File: src/rtl/pga_gain_serializer.sv
// Loads the lock-in front-end PGA gain code over a write-only SPI mode-0 link.
// Optional post-load settle blanking is enabled by defining PGA_SETTLE_BLANK_EN.
module pga_gain_serializer #(
   parameter int GAIN_W     = 5,
   parameter int FRAME_W    = 8,
   parameter int CLK_DIV    = 4,
   parameter int CS_SETUP   = 2,
   parameter int SETTLE_CYC = 1000
) (
   input  logic              clk,
   input  logic              reset_n,
   input  logic [GAIN_W-1:0] gain_code,
   input  logic              force_update,
   output logic              pga_sclk,
   output logic              pga_mosi,
   output logic              pga_cs_n,
   output logic              busy,
   output logic [GAIN_W-1:0] gain_applied,
   output logic              update_done,
   output logic              settle_blank
);

   localparam logic [2:0] S_IDLE   = 3'd0;
   localparam logic [2:0] S_SETUP  = 3'd1;
   localparam logic [2:0] S_SHIFT  = 3'd2;
   localparam logic [2:0] S_HOLD   = 3'd3;
`ifdef PGA_SETTLE_BLANK_EN
   localparam logic [2:0] S_SETTLE = 3'd4;
   localparam int CNT_M1  = (2 * CLK_DIV > CS_SETUP) ? 2 * CLK_DIV : CS_SETUP;
   localparam int CNT_MAX = (SETTLE_CYC > CNT_M1) ? SETTLE_CYC : CNT_M1;
`else
   localparam int CNT_MAX = (2 * CLK_DIV > CS_SETUP) ? 2 * CLK_DIV : CS_SETUP;
`endif
   localparam int CNT_W = $clog2(CNT_MAX + 1);
   localparam int BIT_W = (FRAME_W > 1) ? $clog2(FRAME_W) : 1;

   localparam logic [CNT_W-1:0] SETUP_LAST = CNT_W'(CS_SETUP - 1);
   localparam logic [CNT_W-1:0] LOW_LAST   = CNT_W'(CLK_DIV - 1);
   localparam logic [CNT_W-1:0] HIGH_LAST  = CNT_W'(2 * CLK_DIV - 1);
   localparam logic [BIT_W-1:0] BIT_FIRST  = BIT_W'(FRAME_W - 1);
`ifdef PGA_SETTLE_BLANK_EN
   localparam logic [CNT_W-1:0] SETTLE_LAST = CNT_W'(SETTLE_CYC - 1);
`endif

   // Parameter sanity, caught at elaboration.
   if (GAIN_W > FRAME_W) begin : g_bad_gain_w
      $error("pga_gain_serializer: GAIN_W must be <= FRAME_W");
   end
   if (CLK_DIV < 1) begin : g_bad_clk_div
      $error("pga_gain_serializer: CLK_DIV must be >= 1");
   end
   if (CS_SETUP < 1) begin : g_bad_cs_setup
      $error("pga_gain_serializer: CS_SETUP must be >= 1");
   end
   if (SETTLE_CYC < 1) begin : g_bad_settle
      $error("pga_gain_serializer: SETTLE_CYC must be >= 1");
   end

   logic [2:0]         state_q, state_d;
   logic [GAIN_W-1:0]  gain_q;
   logic [GAIN_W-1:0]  shadow_q, shadow_d;
   logic [GAIN_W-1:0]  applied_q, applied_d;
   logic               init_pend_q, init_pend_d;
   logic               force_pend_q, force_pend_d;
   logic [CNT_W-1:0]   cnt_q, cnt_d;
   logic [BIT_W-1:0]   bit_q, bit_d;
   logic               sclk_q, sclk_d;
   logic               mosi_q, mosi_d;
   logic               cs_n_q, cs_n_d;
   logic               done_q, done_d;
`ifdef PGA_SETTLE_BLANK_EN
   logic               blank_q, blank_d;
`endif

   logic [FRAME_W-1:0] frame_shadow;
   logic [BIT_W-1:0]   bit_nx;
   logic               frame_msb;
   logic               pending;

   assign frame_shadow = FRAME_W'(shadow_q);
   assign bit_nx       = bit_q - 1'b1;
   // The pad bits above the gain code are zero, so the MSB is only live when the code fills the frame.
   assign frame_msb    = (FRAME_W > GAIN_W) ? 1'b0 : gain_q[GAIN_W-1];
   assign pending      = init_pend_q | force_pend_q | (gain_q != applied_q);

   // Not reset: sampling continues through reset so the first frame after release
   // already carries the live code.
   always_ff @(posedge clk) begin
      gain_q <= gain_code;
   end

   always_comb begin
      state_d      = state_q;
      shadow_d     = shadow_q;
      applied_d    = applied_q;
      init_pend_d  = init_pend_q;
      force_pend_d = force_pend_q | force_update;
      cnt_d        = cnt_q;
      bit_d        = bit_q;
      sclk_d       = sclk_q;
      mosi_d       = mosi_q;
      cs_n_d       = cs_n_q;
      done_d       = 1'b0;
`ifdef PGA_SETTLE_BLANK_EN
      blank_d      = blank_q;
`endif

      case (state_q)
         S_IDLE: begin
            if (pending) begin
               shadow_d     = gain_q;
               init_pend_d  = 1'b0;
               force_pend_d = force_update;
               cs_n_d       = 1'b0;
               mosi_d       = frame_msb;
               cnt_d        = '0;
               state_d      = S_SETUP;
`ifdef PGA_SETTLE_BLANK_EN
               blank_d      = 1'b1;
`endif
            end
         end

         S_SETUP: begin
            if (cnt_q == SETUP_LAST) begin
               cnt_d   = '0;
               bit_d   = BIT_FIRST;
               state_d = S_SHIFT;
            end else begin
               cnt_d = cnt_q + 1'b1;
            end
         end

         // Each bit: CLK_DIV cycles low (data already stable), then CLK_DIV high.
         S_SHIFT: begin
            if (cnt_q == LOW_LAST) begin
               sclk_d = 1'b1;
               cnt_d  = cnt_q + 1'b1;
            end else if (cnt_q == HIGH_LAST) begin
               sclk_d = 1'b0;
               cnt_d  = '0;
               if (bit_q == '0) begin
                  state_d = S_HOLD;
               end else begin
                  bit_d  = bit_nx;
                  mosi_d = frame_shadow[bit_nx];
               end
            end else begin
               cnt_d = cnt_q + 1'b1;
            end
         end

         S_HOLD: begin
            if (cnt_q == SETUP_LAST) begin
               cs_n_d = 1'b1;
               mosi_d = 1'b0;
               cnt_d  = '0;
`ifdef PGA_SETTLE_BLANK_EN
               state_d = S_SETTLE;
`else
               applied_d = shadow_q;
               done_d    = 1'b1;
               state_d   = S_IDLE;
`endif
            end else begin
               cnt_d = cnt_q + 1'b1;
            end
         end

`ifdef PGA_SETTLE_BLANK_EN
         // New requests stay pending until the PGA has settled.
         S_SETTLE: begin
            if (cnt_q == SETTLE_LAST) begin
               applied_d = shadow_q;
               done_d    = 1'b1;
               blank_d   = 1'b0;
               cnt_d     = '0;
               state_d   = S_IDLE;
            end else begin
               cnt_d = cnt_q + 1'b1;
            end
         end
`endif

         default: begin
            state_d = S_IDLE;
            sclk_d  = 1'b0;
            cs_n_d  = 1'b1;
         end
      endcase
   end

   always_ff @(posedge clk or negedge reset_n) begin
      if (!reset_n) begin
         state_q      <= S_IDLE;
         shadow_q     <= '0;
         applied_q    <= '0;
         init_pend_q  <= 1'b1;
         force_pend_q <= 1'b0;
         cnt_q        <= '0;
         bit_q        <= '0;
         sclk_q       <= 1'b0;
         mosi_q       <= 1'b0;
         cs_n_q       <= 1'b1;
         done_q       <= 1'b0;
`ifdef PGA_SETTLE_BLANK_EN
         blank_q      <= 1'b0;
`endif
      end else begin
         state_q      <= state_d;
         shadow_q     <= shadow_d;
         applied_q    <= applied_d;
         init_pend_q  <= init_pend_d;
         force_pend_q <= force_pend_d;
         cnt_q        <= cnt_d;
         bit_q        <= bit_d;
         sclk_q       <= sclk_d;
         mosi_q       <= mosi_d;
         cs_n_q       <= cs_n_d;
         done_q       <= done_d;
`ifdef PGA_SETTLE_BLANK_EN
         blank_q      <= blank_d;
`endif
      end
   end

   assign pga_sclk     = sclk_q;
   assign pga_mosi     = mosi_q;
   assign pga_cs_n     = cs_n_q;
   assign busy         = (state_q != S_IDLE);
   assign gain_applied = applied_q;
   assign update_done  = done_q;
`ifdef PGA_SETTLE_BLANK_EN
   assign settle_blank = blank_q;
`else
   assign settle_blank = 1'b0;
`endif

endmodule

File: config.mk
export PLATFORM = sky130hd
export DESIGN_NAME = pga_gain_serializer
export DESIGN_NICKNAME = d
export VERILOG_FILES = /design/src/rtl/pga_gain_serializer.sv
export SDC_FILE = /design/constraint.sdc
export NUM_CORES = 1
export LEC_CHECK = 0
export BUFFER_PORTS_ARGS = -buffer_cell sky130_fd_sc_hd__clkbuf_2
export CORE_MARGIN = 2
export CORE_UTILIZATION = 30
export CTS_CLUSTER_SIZE = 8
export DETAILED_ROUTE_END_ITERATION = 12
export PLACE_DENSITY = 0.53
export SETUP_SLACK_MARGIN = 0.15
export SKIP_CTS_REPAIR_TIMING = 1
export SYNTH_ARGS = -nofsm -noshare
export SYNTH_HDL_FRONTEND = slang
export SYNTH_SLANG_ARGS = --single-unit
File: constraint.sdc
create_clock -name clk -period 1.7 [get_ports clk]
set_input_delay 0.17 -clock clk [delete_from_list [all_inputs] [get_ports clk]]
set_output_delay 0.17 -clock clk [all_outputs]
set_load 0.1 [all_outputs]
==> results of run 1 <==
[routing by layer]
layer	part of all wire	vias to the layer above	global-route usage
li1	-	567	-
met1	0.44	580	0.147
met2	0.51	15	0.220
met3	0.031	6	0.0417
met4	0.017	0	0.0545
met5	0	-	0
[critical path, cell delays in order (launching register included)]
cell	delay, ns
dfrtp_4	0.49
xnor2_2	0.14
and4_4	0.19
and3_4	0.16
a211o_1	0.32
mux2_4	0.31
[through the flow]
step | hold slack (ns) | setup slack, ns | std cells | TNS, ns
final | 0.0678 | -0.0203 | 257 | -0.0203
after global routing | 0.0697 | -0.0585 | 257 | -0.410
after CTS | -0.0664 | -0.0738 | 243 | -0.0894
after detailed placement | 0.247 | -0.00621 | 235 | -0.00950
after global placement | 0.245 | 0.0247 | 235 | 0
after floorplan | -0.126 | -0.254 | 135 | -0.718
[area by class of cell]
class | count | area [um2] | area share
Clock buffer | 7 | 86.3 | 0.0379
Clock inverter | 1 | 30.0 | 0.0132
Inverter | 8 | 38.8 | 0.0170
Multi-Input combinational cell | 93 | 918 | 0.403
Sequential cell | 30 | 744 | 0.327
Tap cell | 70 | 87.6 | 0.0385
Timing Repair Buffer | 48 | 372 | 0.163
[placed cells by master (no fill, tap or decap), types with 2 or more instances in the layout]
master | netlist | routed
dfxtp_1 | 5 | 5
buf_4 | 1 | 21
dfrtp_4 | 0 | 3
nor2_2 | 0 | 2
xnor2_2 | 0 | 2
ha_2 | 0 | 3
nand2b_1 | 2 | 2
o21bai_1 | 2 | 2
clkbuf_2 | 0 | 16
mux2_4 | 1 | 12
a31oi_1 | 2 | 2
nand2_1 | 6 | 5
nor2_1 | 10 | 7
dlygate4sd3_1 | 0 | 6
inv_4 | 0 | 2
xor2_1 | 3 | 3
dfrtp_1 | 23 | 16
ha_1 | 13 | 8
buf_12 | 0 | 2
nand3_1 | 2 | 2
inv_1 | 8 | 4
mux2i_1 | 3 | 2
o21ai_0 | 4 | 4
dfstp_2 | 2 | 2
o31ai_1 | 2 | 2
ha_4 | 0 | 2
nor2b_1 | 3 | 2
buf_6 | 1 | 3
clkbuf_8 | 0 | 6
dfrtp_2 | 0 | 4
a21o_1 | 4 | 4
[registers in the layout, indices dropped and copies added, names as in the netlist]
register,cells
bit_q,3
update_done,1
force_pend_q,1
pga_cs_n,1
gain_q,5
init_pend_q,1
shadow_q,5
gain_applied,5
pga_mosi,1
pga_sclk,1
state_q,2
cnt_q,4
[logic make-up after synthesis]
group,after synthesis,share of synthesized area
compound gates,21,0.0960
xor+xnor,6,0.0339
fa+ha+maj,13,0.105
buf+inv,12,0.0371
flops,30,0.469
mux,16,0.123
other cells,1,0.00242
simple gates,36,0.133
[worst min-delay path by stage]
stage                       from      endpoint  slack, ns  depth (start not counted)
detailed placement       reset_n      bit_q[1]       0.25                          1
global placement         reset_n      pga_sclk       0.24                          1
floorplan                reset_n      bit_q[0]      -0.13                          0
finish              force_update  force_pend_q       0.07                          2
global route        force_update  force_pend_q       0.07                          2
CTS                      reset_n      bit_q[1]      -0.07                          1
==> impl_metrics.yaml, run 1 <==
layout:
  final_util: 0.452
  design_area_um2: 2280
  drive_above_1_share: 0.508
  layout.nets: 207
  nFillCells: 469
  diodes: 0
  area_growth_pct: 46.8
timing:
  post-route-period-util: 1.01
  slew_headroom: 0.568
  setup_viol: 1
  setup_slack_ns: -0.0203
  tightest_slew_ns: 0.649
  finalCriticalPeriod_ns: 1.72
  final.setup_skew_ns: 0.0120
  rsz0062_at_grt: "true"
  slew_viol_final: 0
  finalHoldViolations: 0
  fmax_ghz: 0.581
clocking:
  cts-buffers-inserted: 5
  clk_pin_slew_worst_paths_ns: 0.07
  h-tree-depth: 2
  clk_path_buf_depth: 2
  worstSkewPairLatency_ns: 0.28
  cts_sinks: 30
  root_buffer: "clkbuf_8"
  cts_tree: "yes"
global_route:
  grt_pass1_wl_um: 5710
  antenna_found_initial: 0
  grt_usage: 0.128
  overflow: 0
  grt_pass1_vias: 1184
  grt_max_degree: 26
placement:
  gp_congestion: 0.818
  postPlaceCellArea_um2: 1910
  dp_hpwl_um: 2440
  io_buffers: 17
synthesis:
  yosysUniqueCellTypes: 45
  synthTopCellsByArea: "dfrtp_1 37%, ha_1 10%, mux2_2 8.0%"
  yosys_warnings: 0
  synthCells: 135
  synth_top_cell_area_share: 0.371
  synthTopCellsByCount: "23 x dfrtp_1, 13 x ha_1, 11 x mux2_2"
  synth_edf_count: 0
  synth_most_common_cell: "dfrtp_1"
  async_flop_share: 0.833
  syn_avg_cell_area_um2: 11.5
  synth_fp_nets: 156
  synth_area_um2: 1550
  synth-main-ff-cell: "dfrtp_1"
  ys_seq_area_frac: 0.469
  ys_ff_latch: 30
  yosys.area.top_type: "dfrtp_1"
detailed_routing:
  drt_iter0_markers: 66
  vias: 1168
  drt-pass1-iter-count: 4
  wl_um: 3540
  wire_per_inst_um: 13.8
  drc: 0
  vias_per_cell: 4.54
  detail-route-antenna-nets: 0
critical_path:
  rr_worst_depth: 5
  crit_end: "state_q[1]"
  end_kind: "register"
  r2r_start: "gain_applied[1]"
  critical_path_class: "reg -> reg"
  cp_data_required_time_ns: 1.87
  critPathMaxFanout: 3
  rrSetupSlack_ns: -0.02
  cp-startpoint: "gain_applied[1]"
  crit_arrival_ns: 1.89
  startpoint_type: "register"
  r2r_end: "state_q[1]"
die:
  initial_utilization: 0.308
  die-area_um2: 5760
  fp.dieW_um: 75.9
  std_cell_rows: 26
  die_y_um: 75.9
  ios: 19
  core_um2: 5040
outcome:
  outcome: "finished with violations"
  violations: "setup timing"
min_path:
  hold_path_class: "in -> reg"
flow_run:
  maxCapViolCount: 0
Power of run 1 is not shown: default switching activity piles up to over one toggle a cycle in this logic, so the estimate is an artifact.
==> inputs of run 2 (changes only) <==
--- a/config.mk
+++ b/config.mk
@@ -7,10 +7,10 @@
 export LEC_CHECK = 0
 export BUFFER_PORTS_ARGS = -buffer_cell sky130_fd_sc_hd__clkbuf_2
 export CORE_MARGIN = 2
-export CORE_UTILIZATION = 30
+export CORE_UTILIZATION = 45
 export CTS_CLUSTER_SIZE = 8
 export DETAILED_ROUTE_END_ITERATION = 12
-export PLACE_DENSITY = 0.53
+export PLACE_DENSITY = 0.72
 export SETUP_SLACK_MARGIN = 0.15
 export SKIP_CTS_REPAIR_TIMING = 1
 export SYNTH_ARGS = -nofsm -noshare
==> run 2 against run 1 <==
Net effect:
- the run now ends clean
- first-iteration DRC count shrank 62%
- via count shrank 1.1%
- highest routed layer unchanged
- fmax grew 1.3%
- sequential share of layout area grew 2.5 points
- die area shrank 32%
- register-to-register slack gained 0.02 ns
- hold slack lost 0.057 ns
- cell area shrank 7.1%
==> impl_metrics.yaml, run 2 (synthesis gave the netlist of run 1 again) <==
outcome:
  outcome: "finished clean"
detailed_routing:
  wire_per_inst_um: 14.4
  drt_iter0_markers: 25
  vias: 1155
  drt-pass1-iter-count: 4
  detail-route-antenna-nets: 0
  drc: 0
  wl_um: 3290
  vias_per_cell: 5.07
timing:
  setup_viol: 0
  fmax_ghz: 0.589
  post-route-period-util: 0.999
  slew_viol_final: 0
  fin_hold_ws_ns: 0.0109
  final.setup_skew_ns: 0.0126
  tightest_slew_ns: 0.637
  slew_headroom: 0.575
  finalCriticalPeriod_ns: 1.70
  rsz0062_at_grt: "true"
  finalHoldViolations: 0
die:
  std_cell_rows: 21
  ios: 19
  initial_utilization: 0.469
  fp.dieW_um: 62.7
  die-area_um2: 3930
  die_y_um: 62.7
  core_um2: 3310
clocking:
  h-tree-depth: 2
  clk_path_buf_depth: 2
  cts_sinks: 30
  cts-buffers-inserted: 5
  clk_pin_slew_worst_paths_ns: 0.10
  worstSkewPairLatency_ns: 0.34
  root_buffer: "clkbuf_4"
  cts_tree: "yes"
critical_path:
  end_kind: "register"
  critical_path_class: "reg -> reg"
  crit_slowest_cell: "dfrtp_4"
  path_cells: "xnor2_2 > and4_4 > and3_4 > a211o_1 > mux2_4"
  critPathMaxFanout: 3
  cpLargestDelayFamily: "flip-flops"
  crit_arrival_ns: 1.92
  cpPeakStageDelay_ns: 0.50
  cp_num_buf_inv: 0
  startpoint_type: "register"
  cp_data_required_time_ns: 1.93
flow_run:
  maxCapViolCount: 0
global_route:
  antenna_found_initial: 0
  grt_max_degree: 26
  grt_pass1_wl_um: 5110
  grt_usage: 0.171
  overflow: 0
  grt_pass1_vias: 1134
layout:
  seqCellArea_um2: 744
  area_growth_pct: 36.4
  nFillCells: 274
  multi_input_area_um2: 895
  instances_no_fill: 228
  final_cell_mix: "17 x buf_4, 16 x dfrtp_1, 15 x clkbuf_2, 10 x ha_1, 7 x mux2_4"
  diodes: 0
  drive_above_1_share: 0.505
  layout.nets: 202
  layout_commonest_cell: "buf_4"
min_path:
  hold_path_class: "in -> reg"
placement:
  io_buffers: 17
  dp_hpwl_um: 2310
  dp.cells: 206
  gp_congestion: 0.806
run 2: changes by cell type in the layout (fill, tap and decap cells not counted), sizes merged:
cell	delta
buf	-4
bufinv	-1
clkbuf	-3
clkinv	+2
clkinvlp	+1
run 2: cell type report:
cell class | instances | area share
repair buffers | 43 | 0.152
well taps | 46 | 0.0272
flip-flops and latches | 30 | 0.352
multi-input cells | 93 | 0.423
clock buffers | 5 | 0.0177
clock inverters | 3 | 0.0101
inverters | 8 | 0.0183
run 2: worst paths after layout:
kind,depth (start not counted),start,endpoint,slack [ns]
setup / recovery,5,gain_applied[3],state_q[1],0.002
hold / removal,2,force_update,force_pend_q,0.01
setup reg to reg,5,gain_applied[3],state_q[1],0.002
hold reg to reg,2,pga_sclk,pga_sclk,0.49
max in group asynchronous,2,reset_n,gain_applied[3],0.84
min in group asynchronous,2,reset_n,bit_q[2],0.38
run 2: per-stage QoR:
step	setup TNS, ns	util	area (um2)	setup slack (ns)
2_1_floorplan	-0.718	-	1610	-0.254
3_3_place_gp	0	0.553	1830	0.0199
3_5_place_dp	-0.0518	0.553	1830	-0.0116
4_1_cts	-0.156	0.571	1890	-0.120
5_1_grt	-0.222	0.639	2120	-0.0518
6_report	0	0.639	2120	0.00169
run 2: layer usage:
metal / track usage / routed length, um
met2: 0.284 / 1680
met4: 0.0750 / 67
met1: 0.200 / 1460
met5: 0 / 0
met3: 0.0613 / 83
Power of run 2 is left out for the same reason.
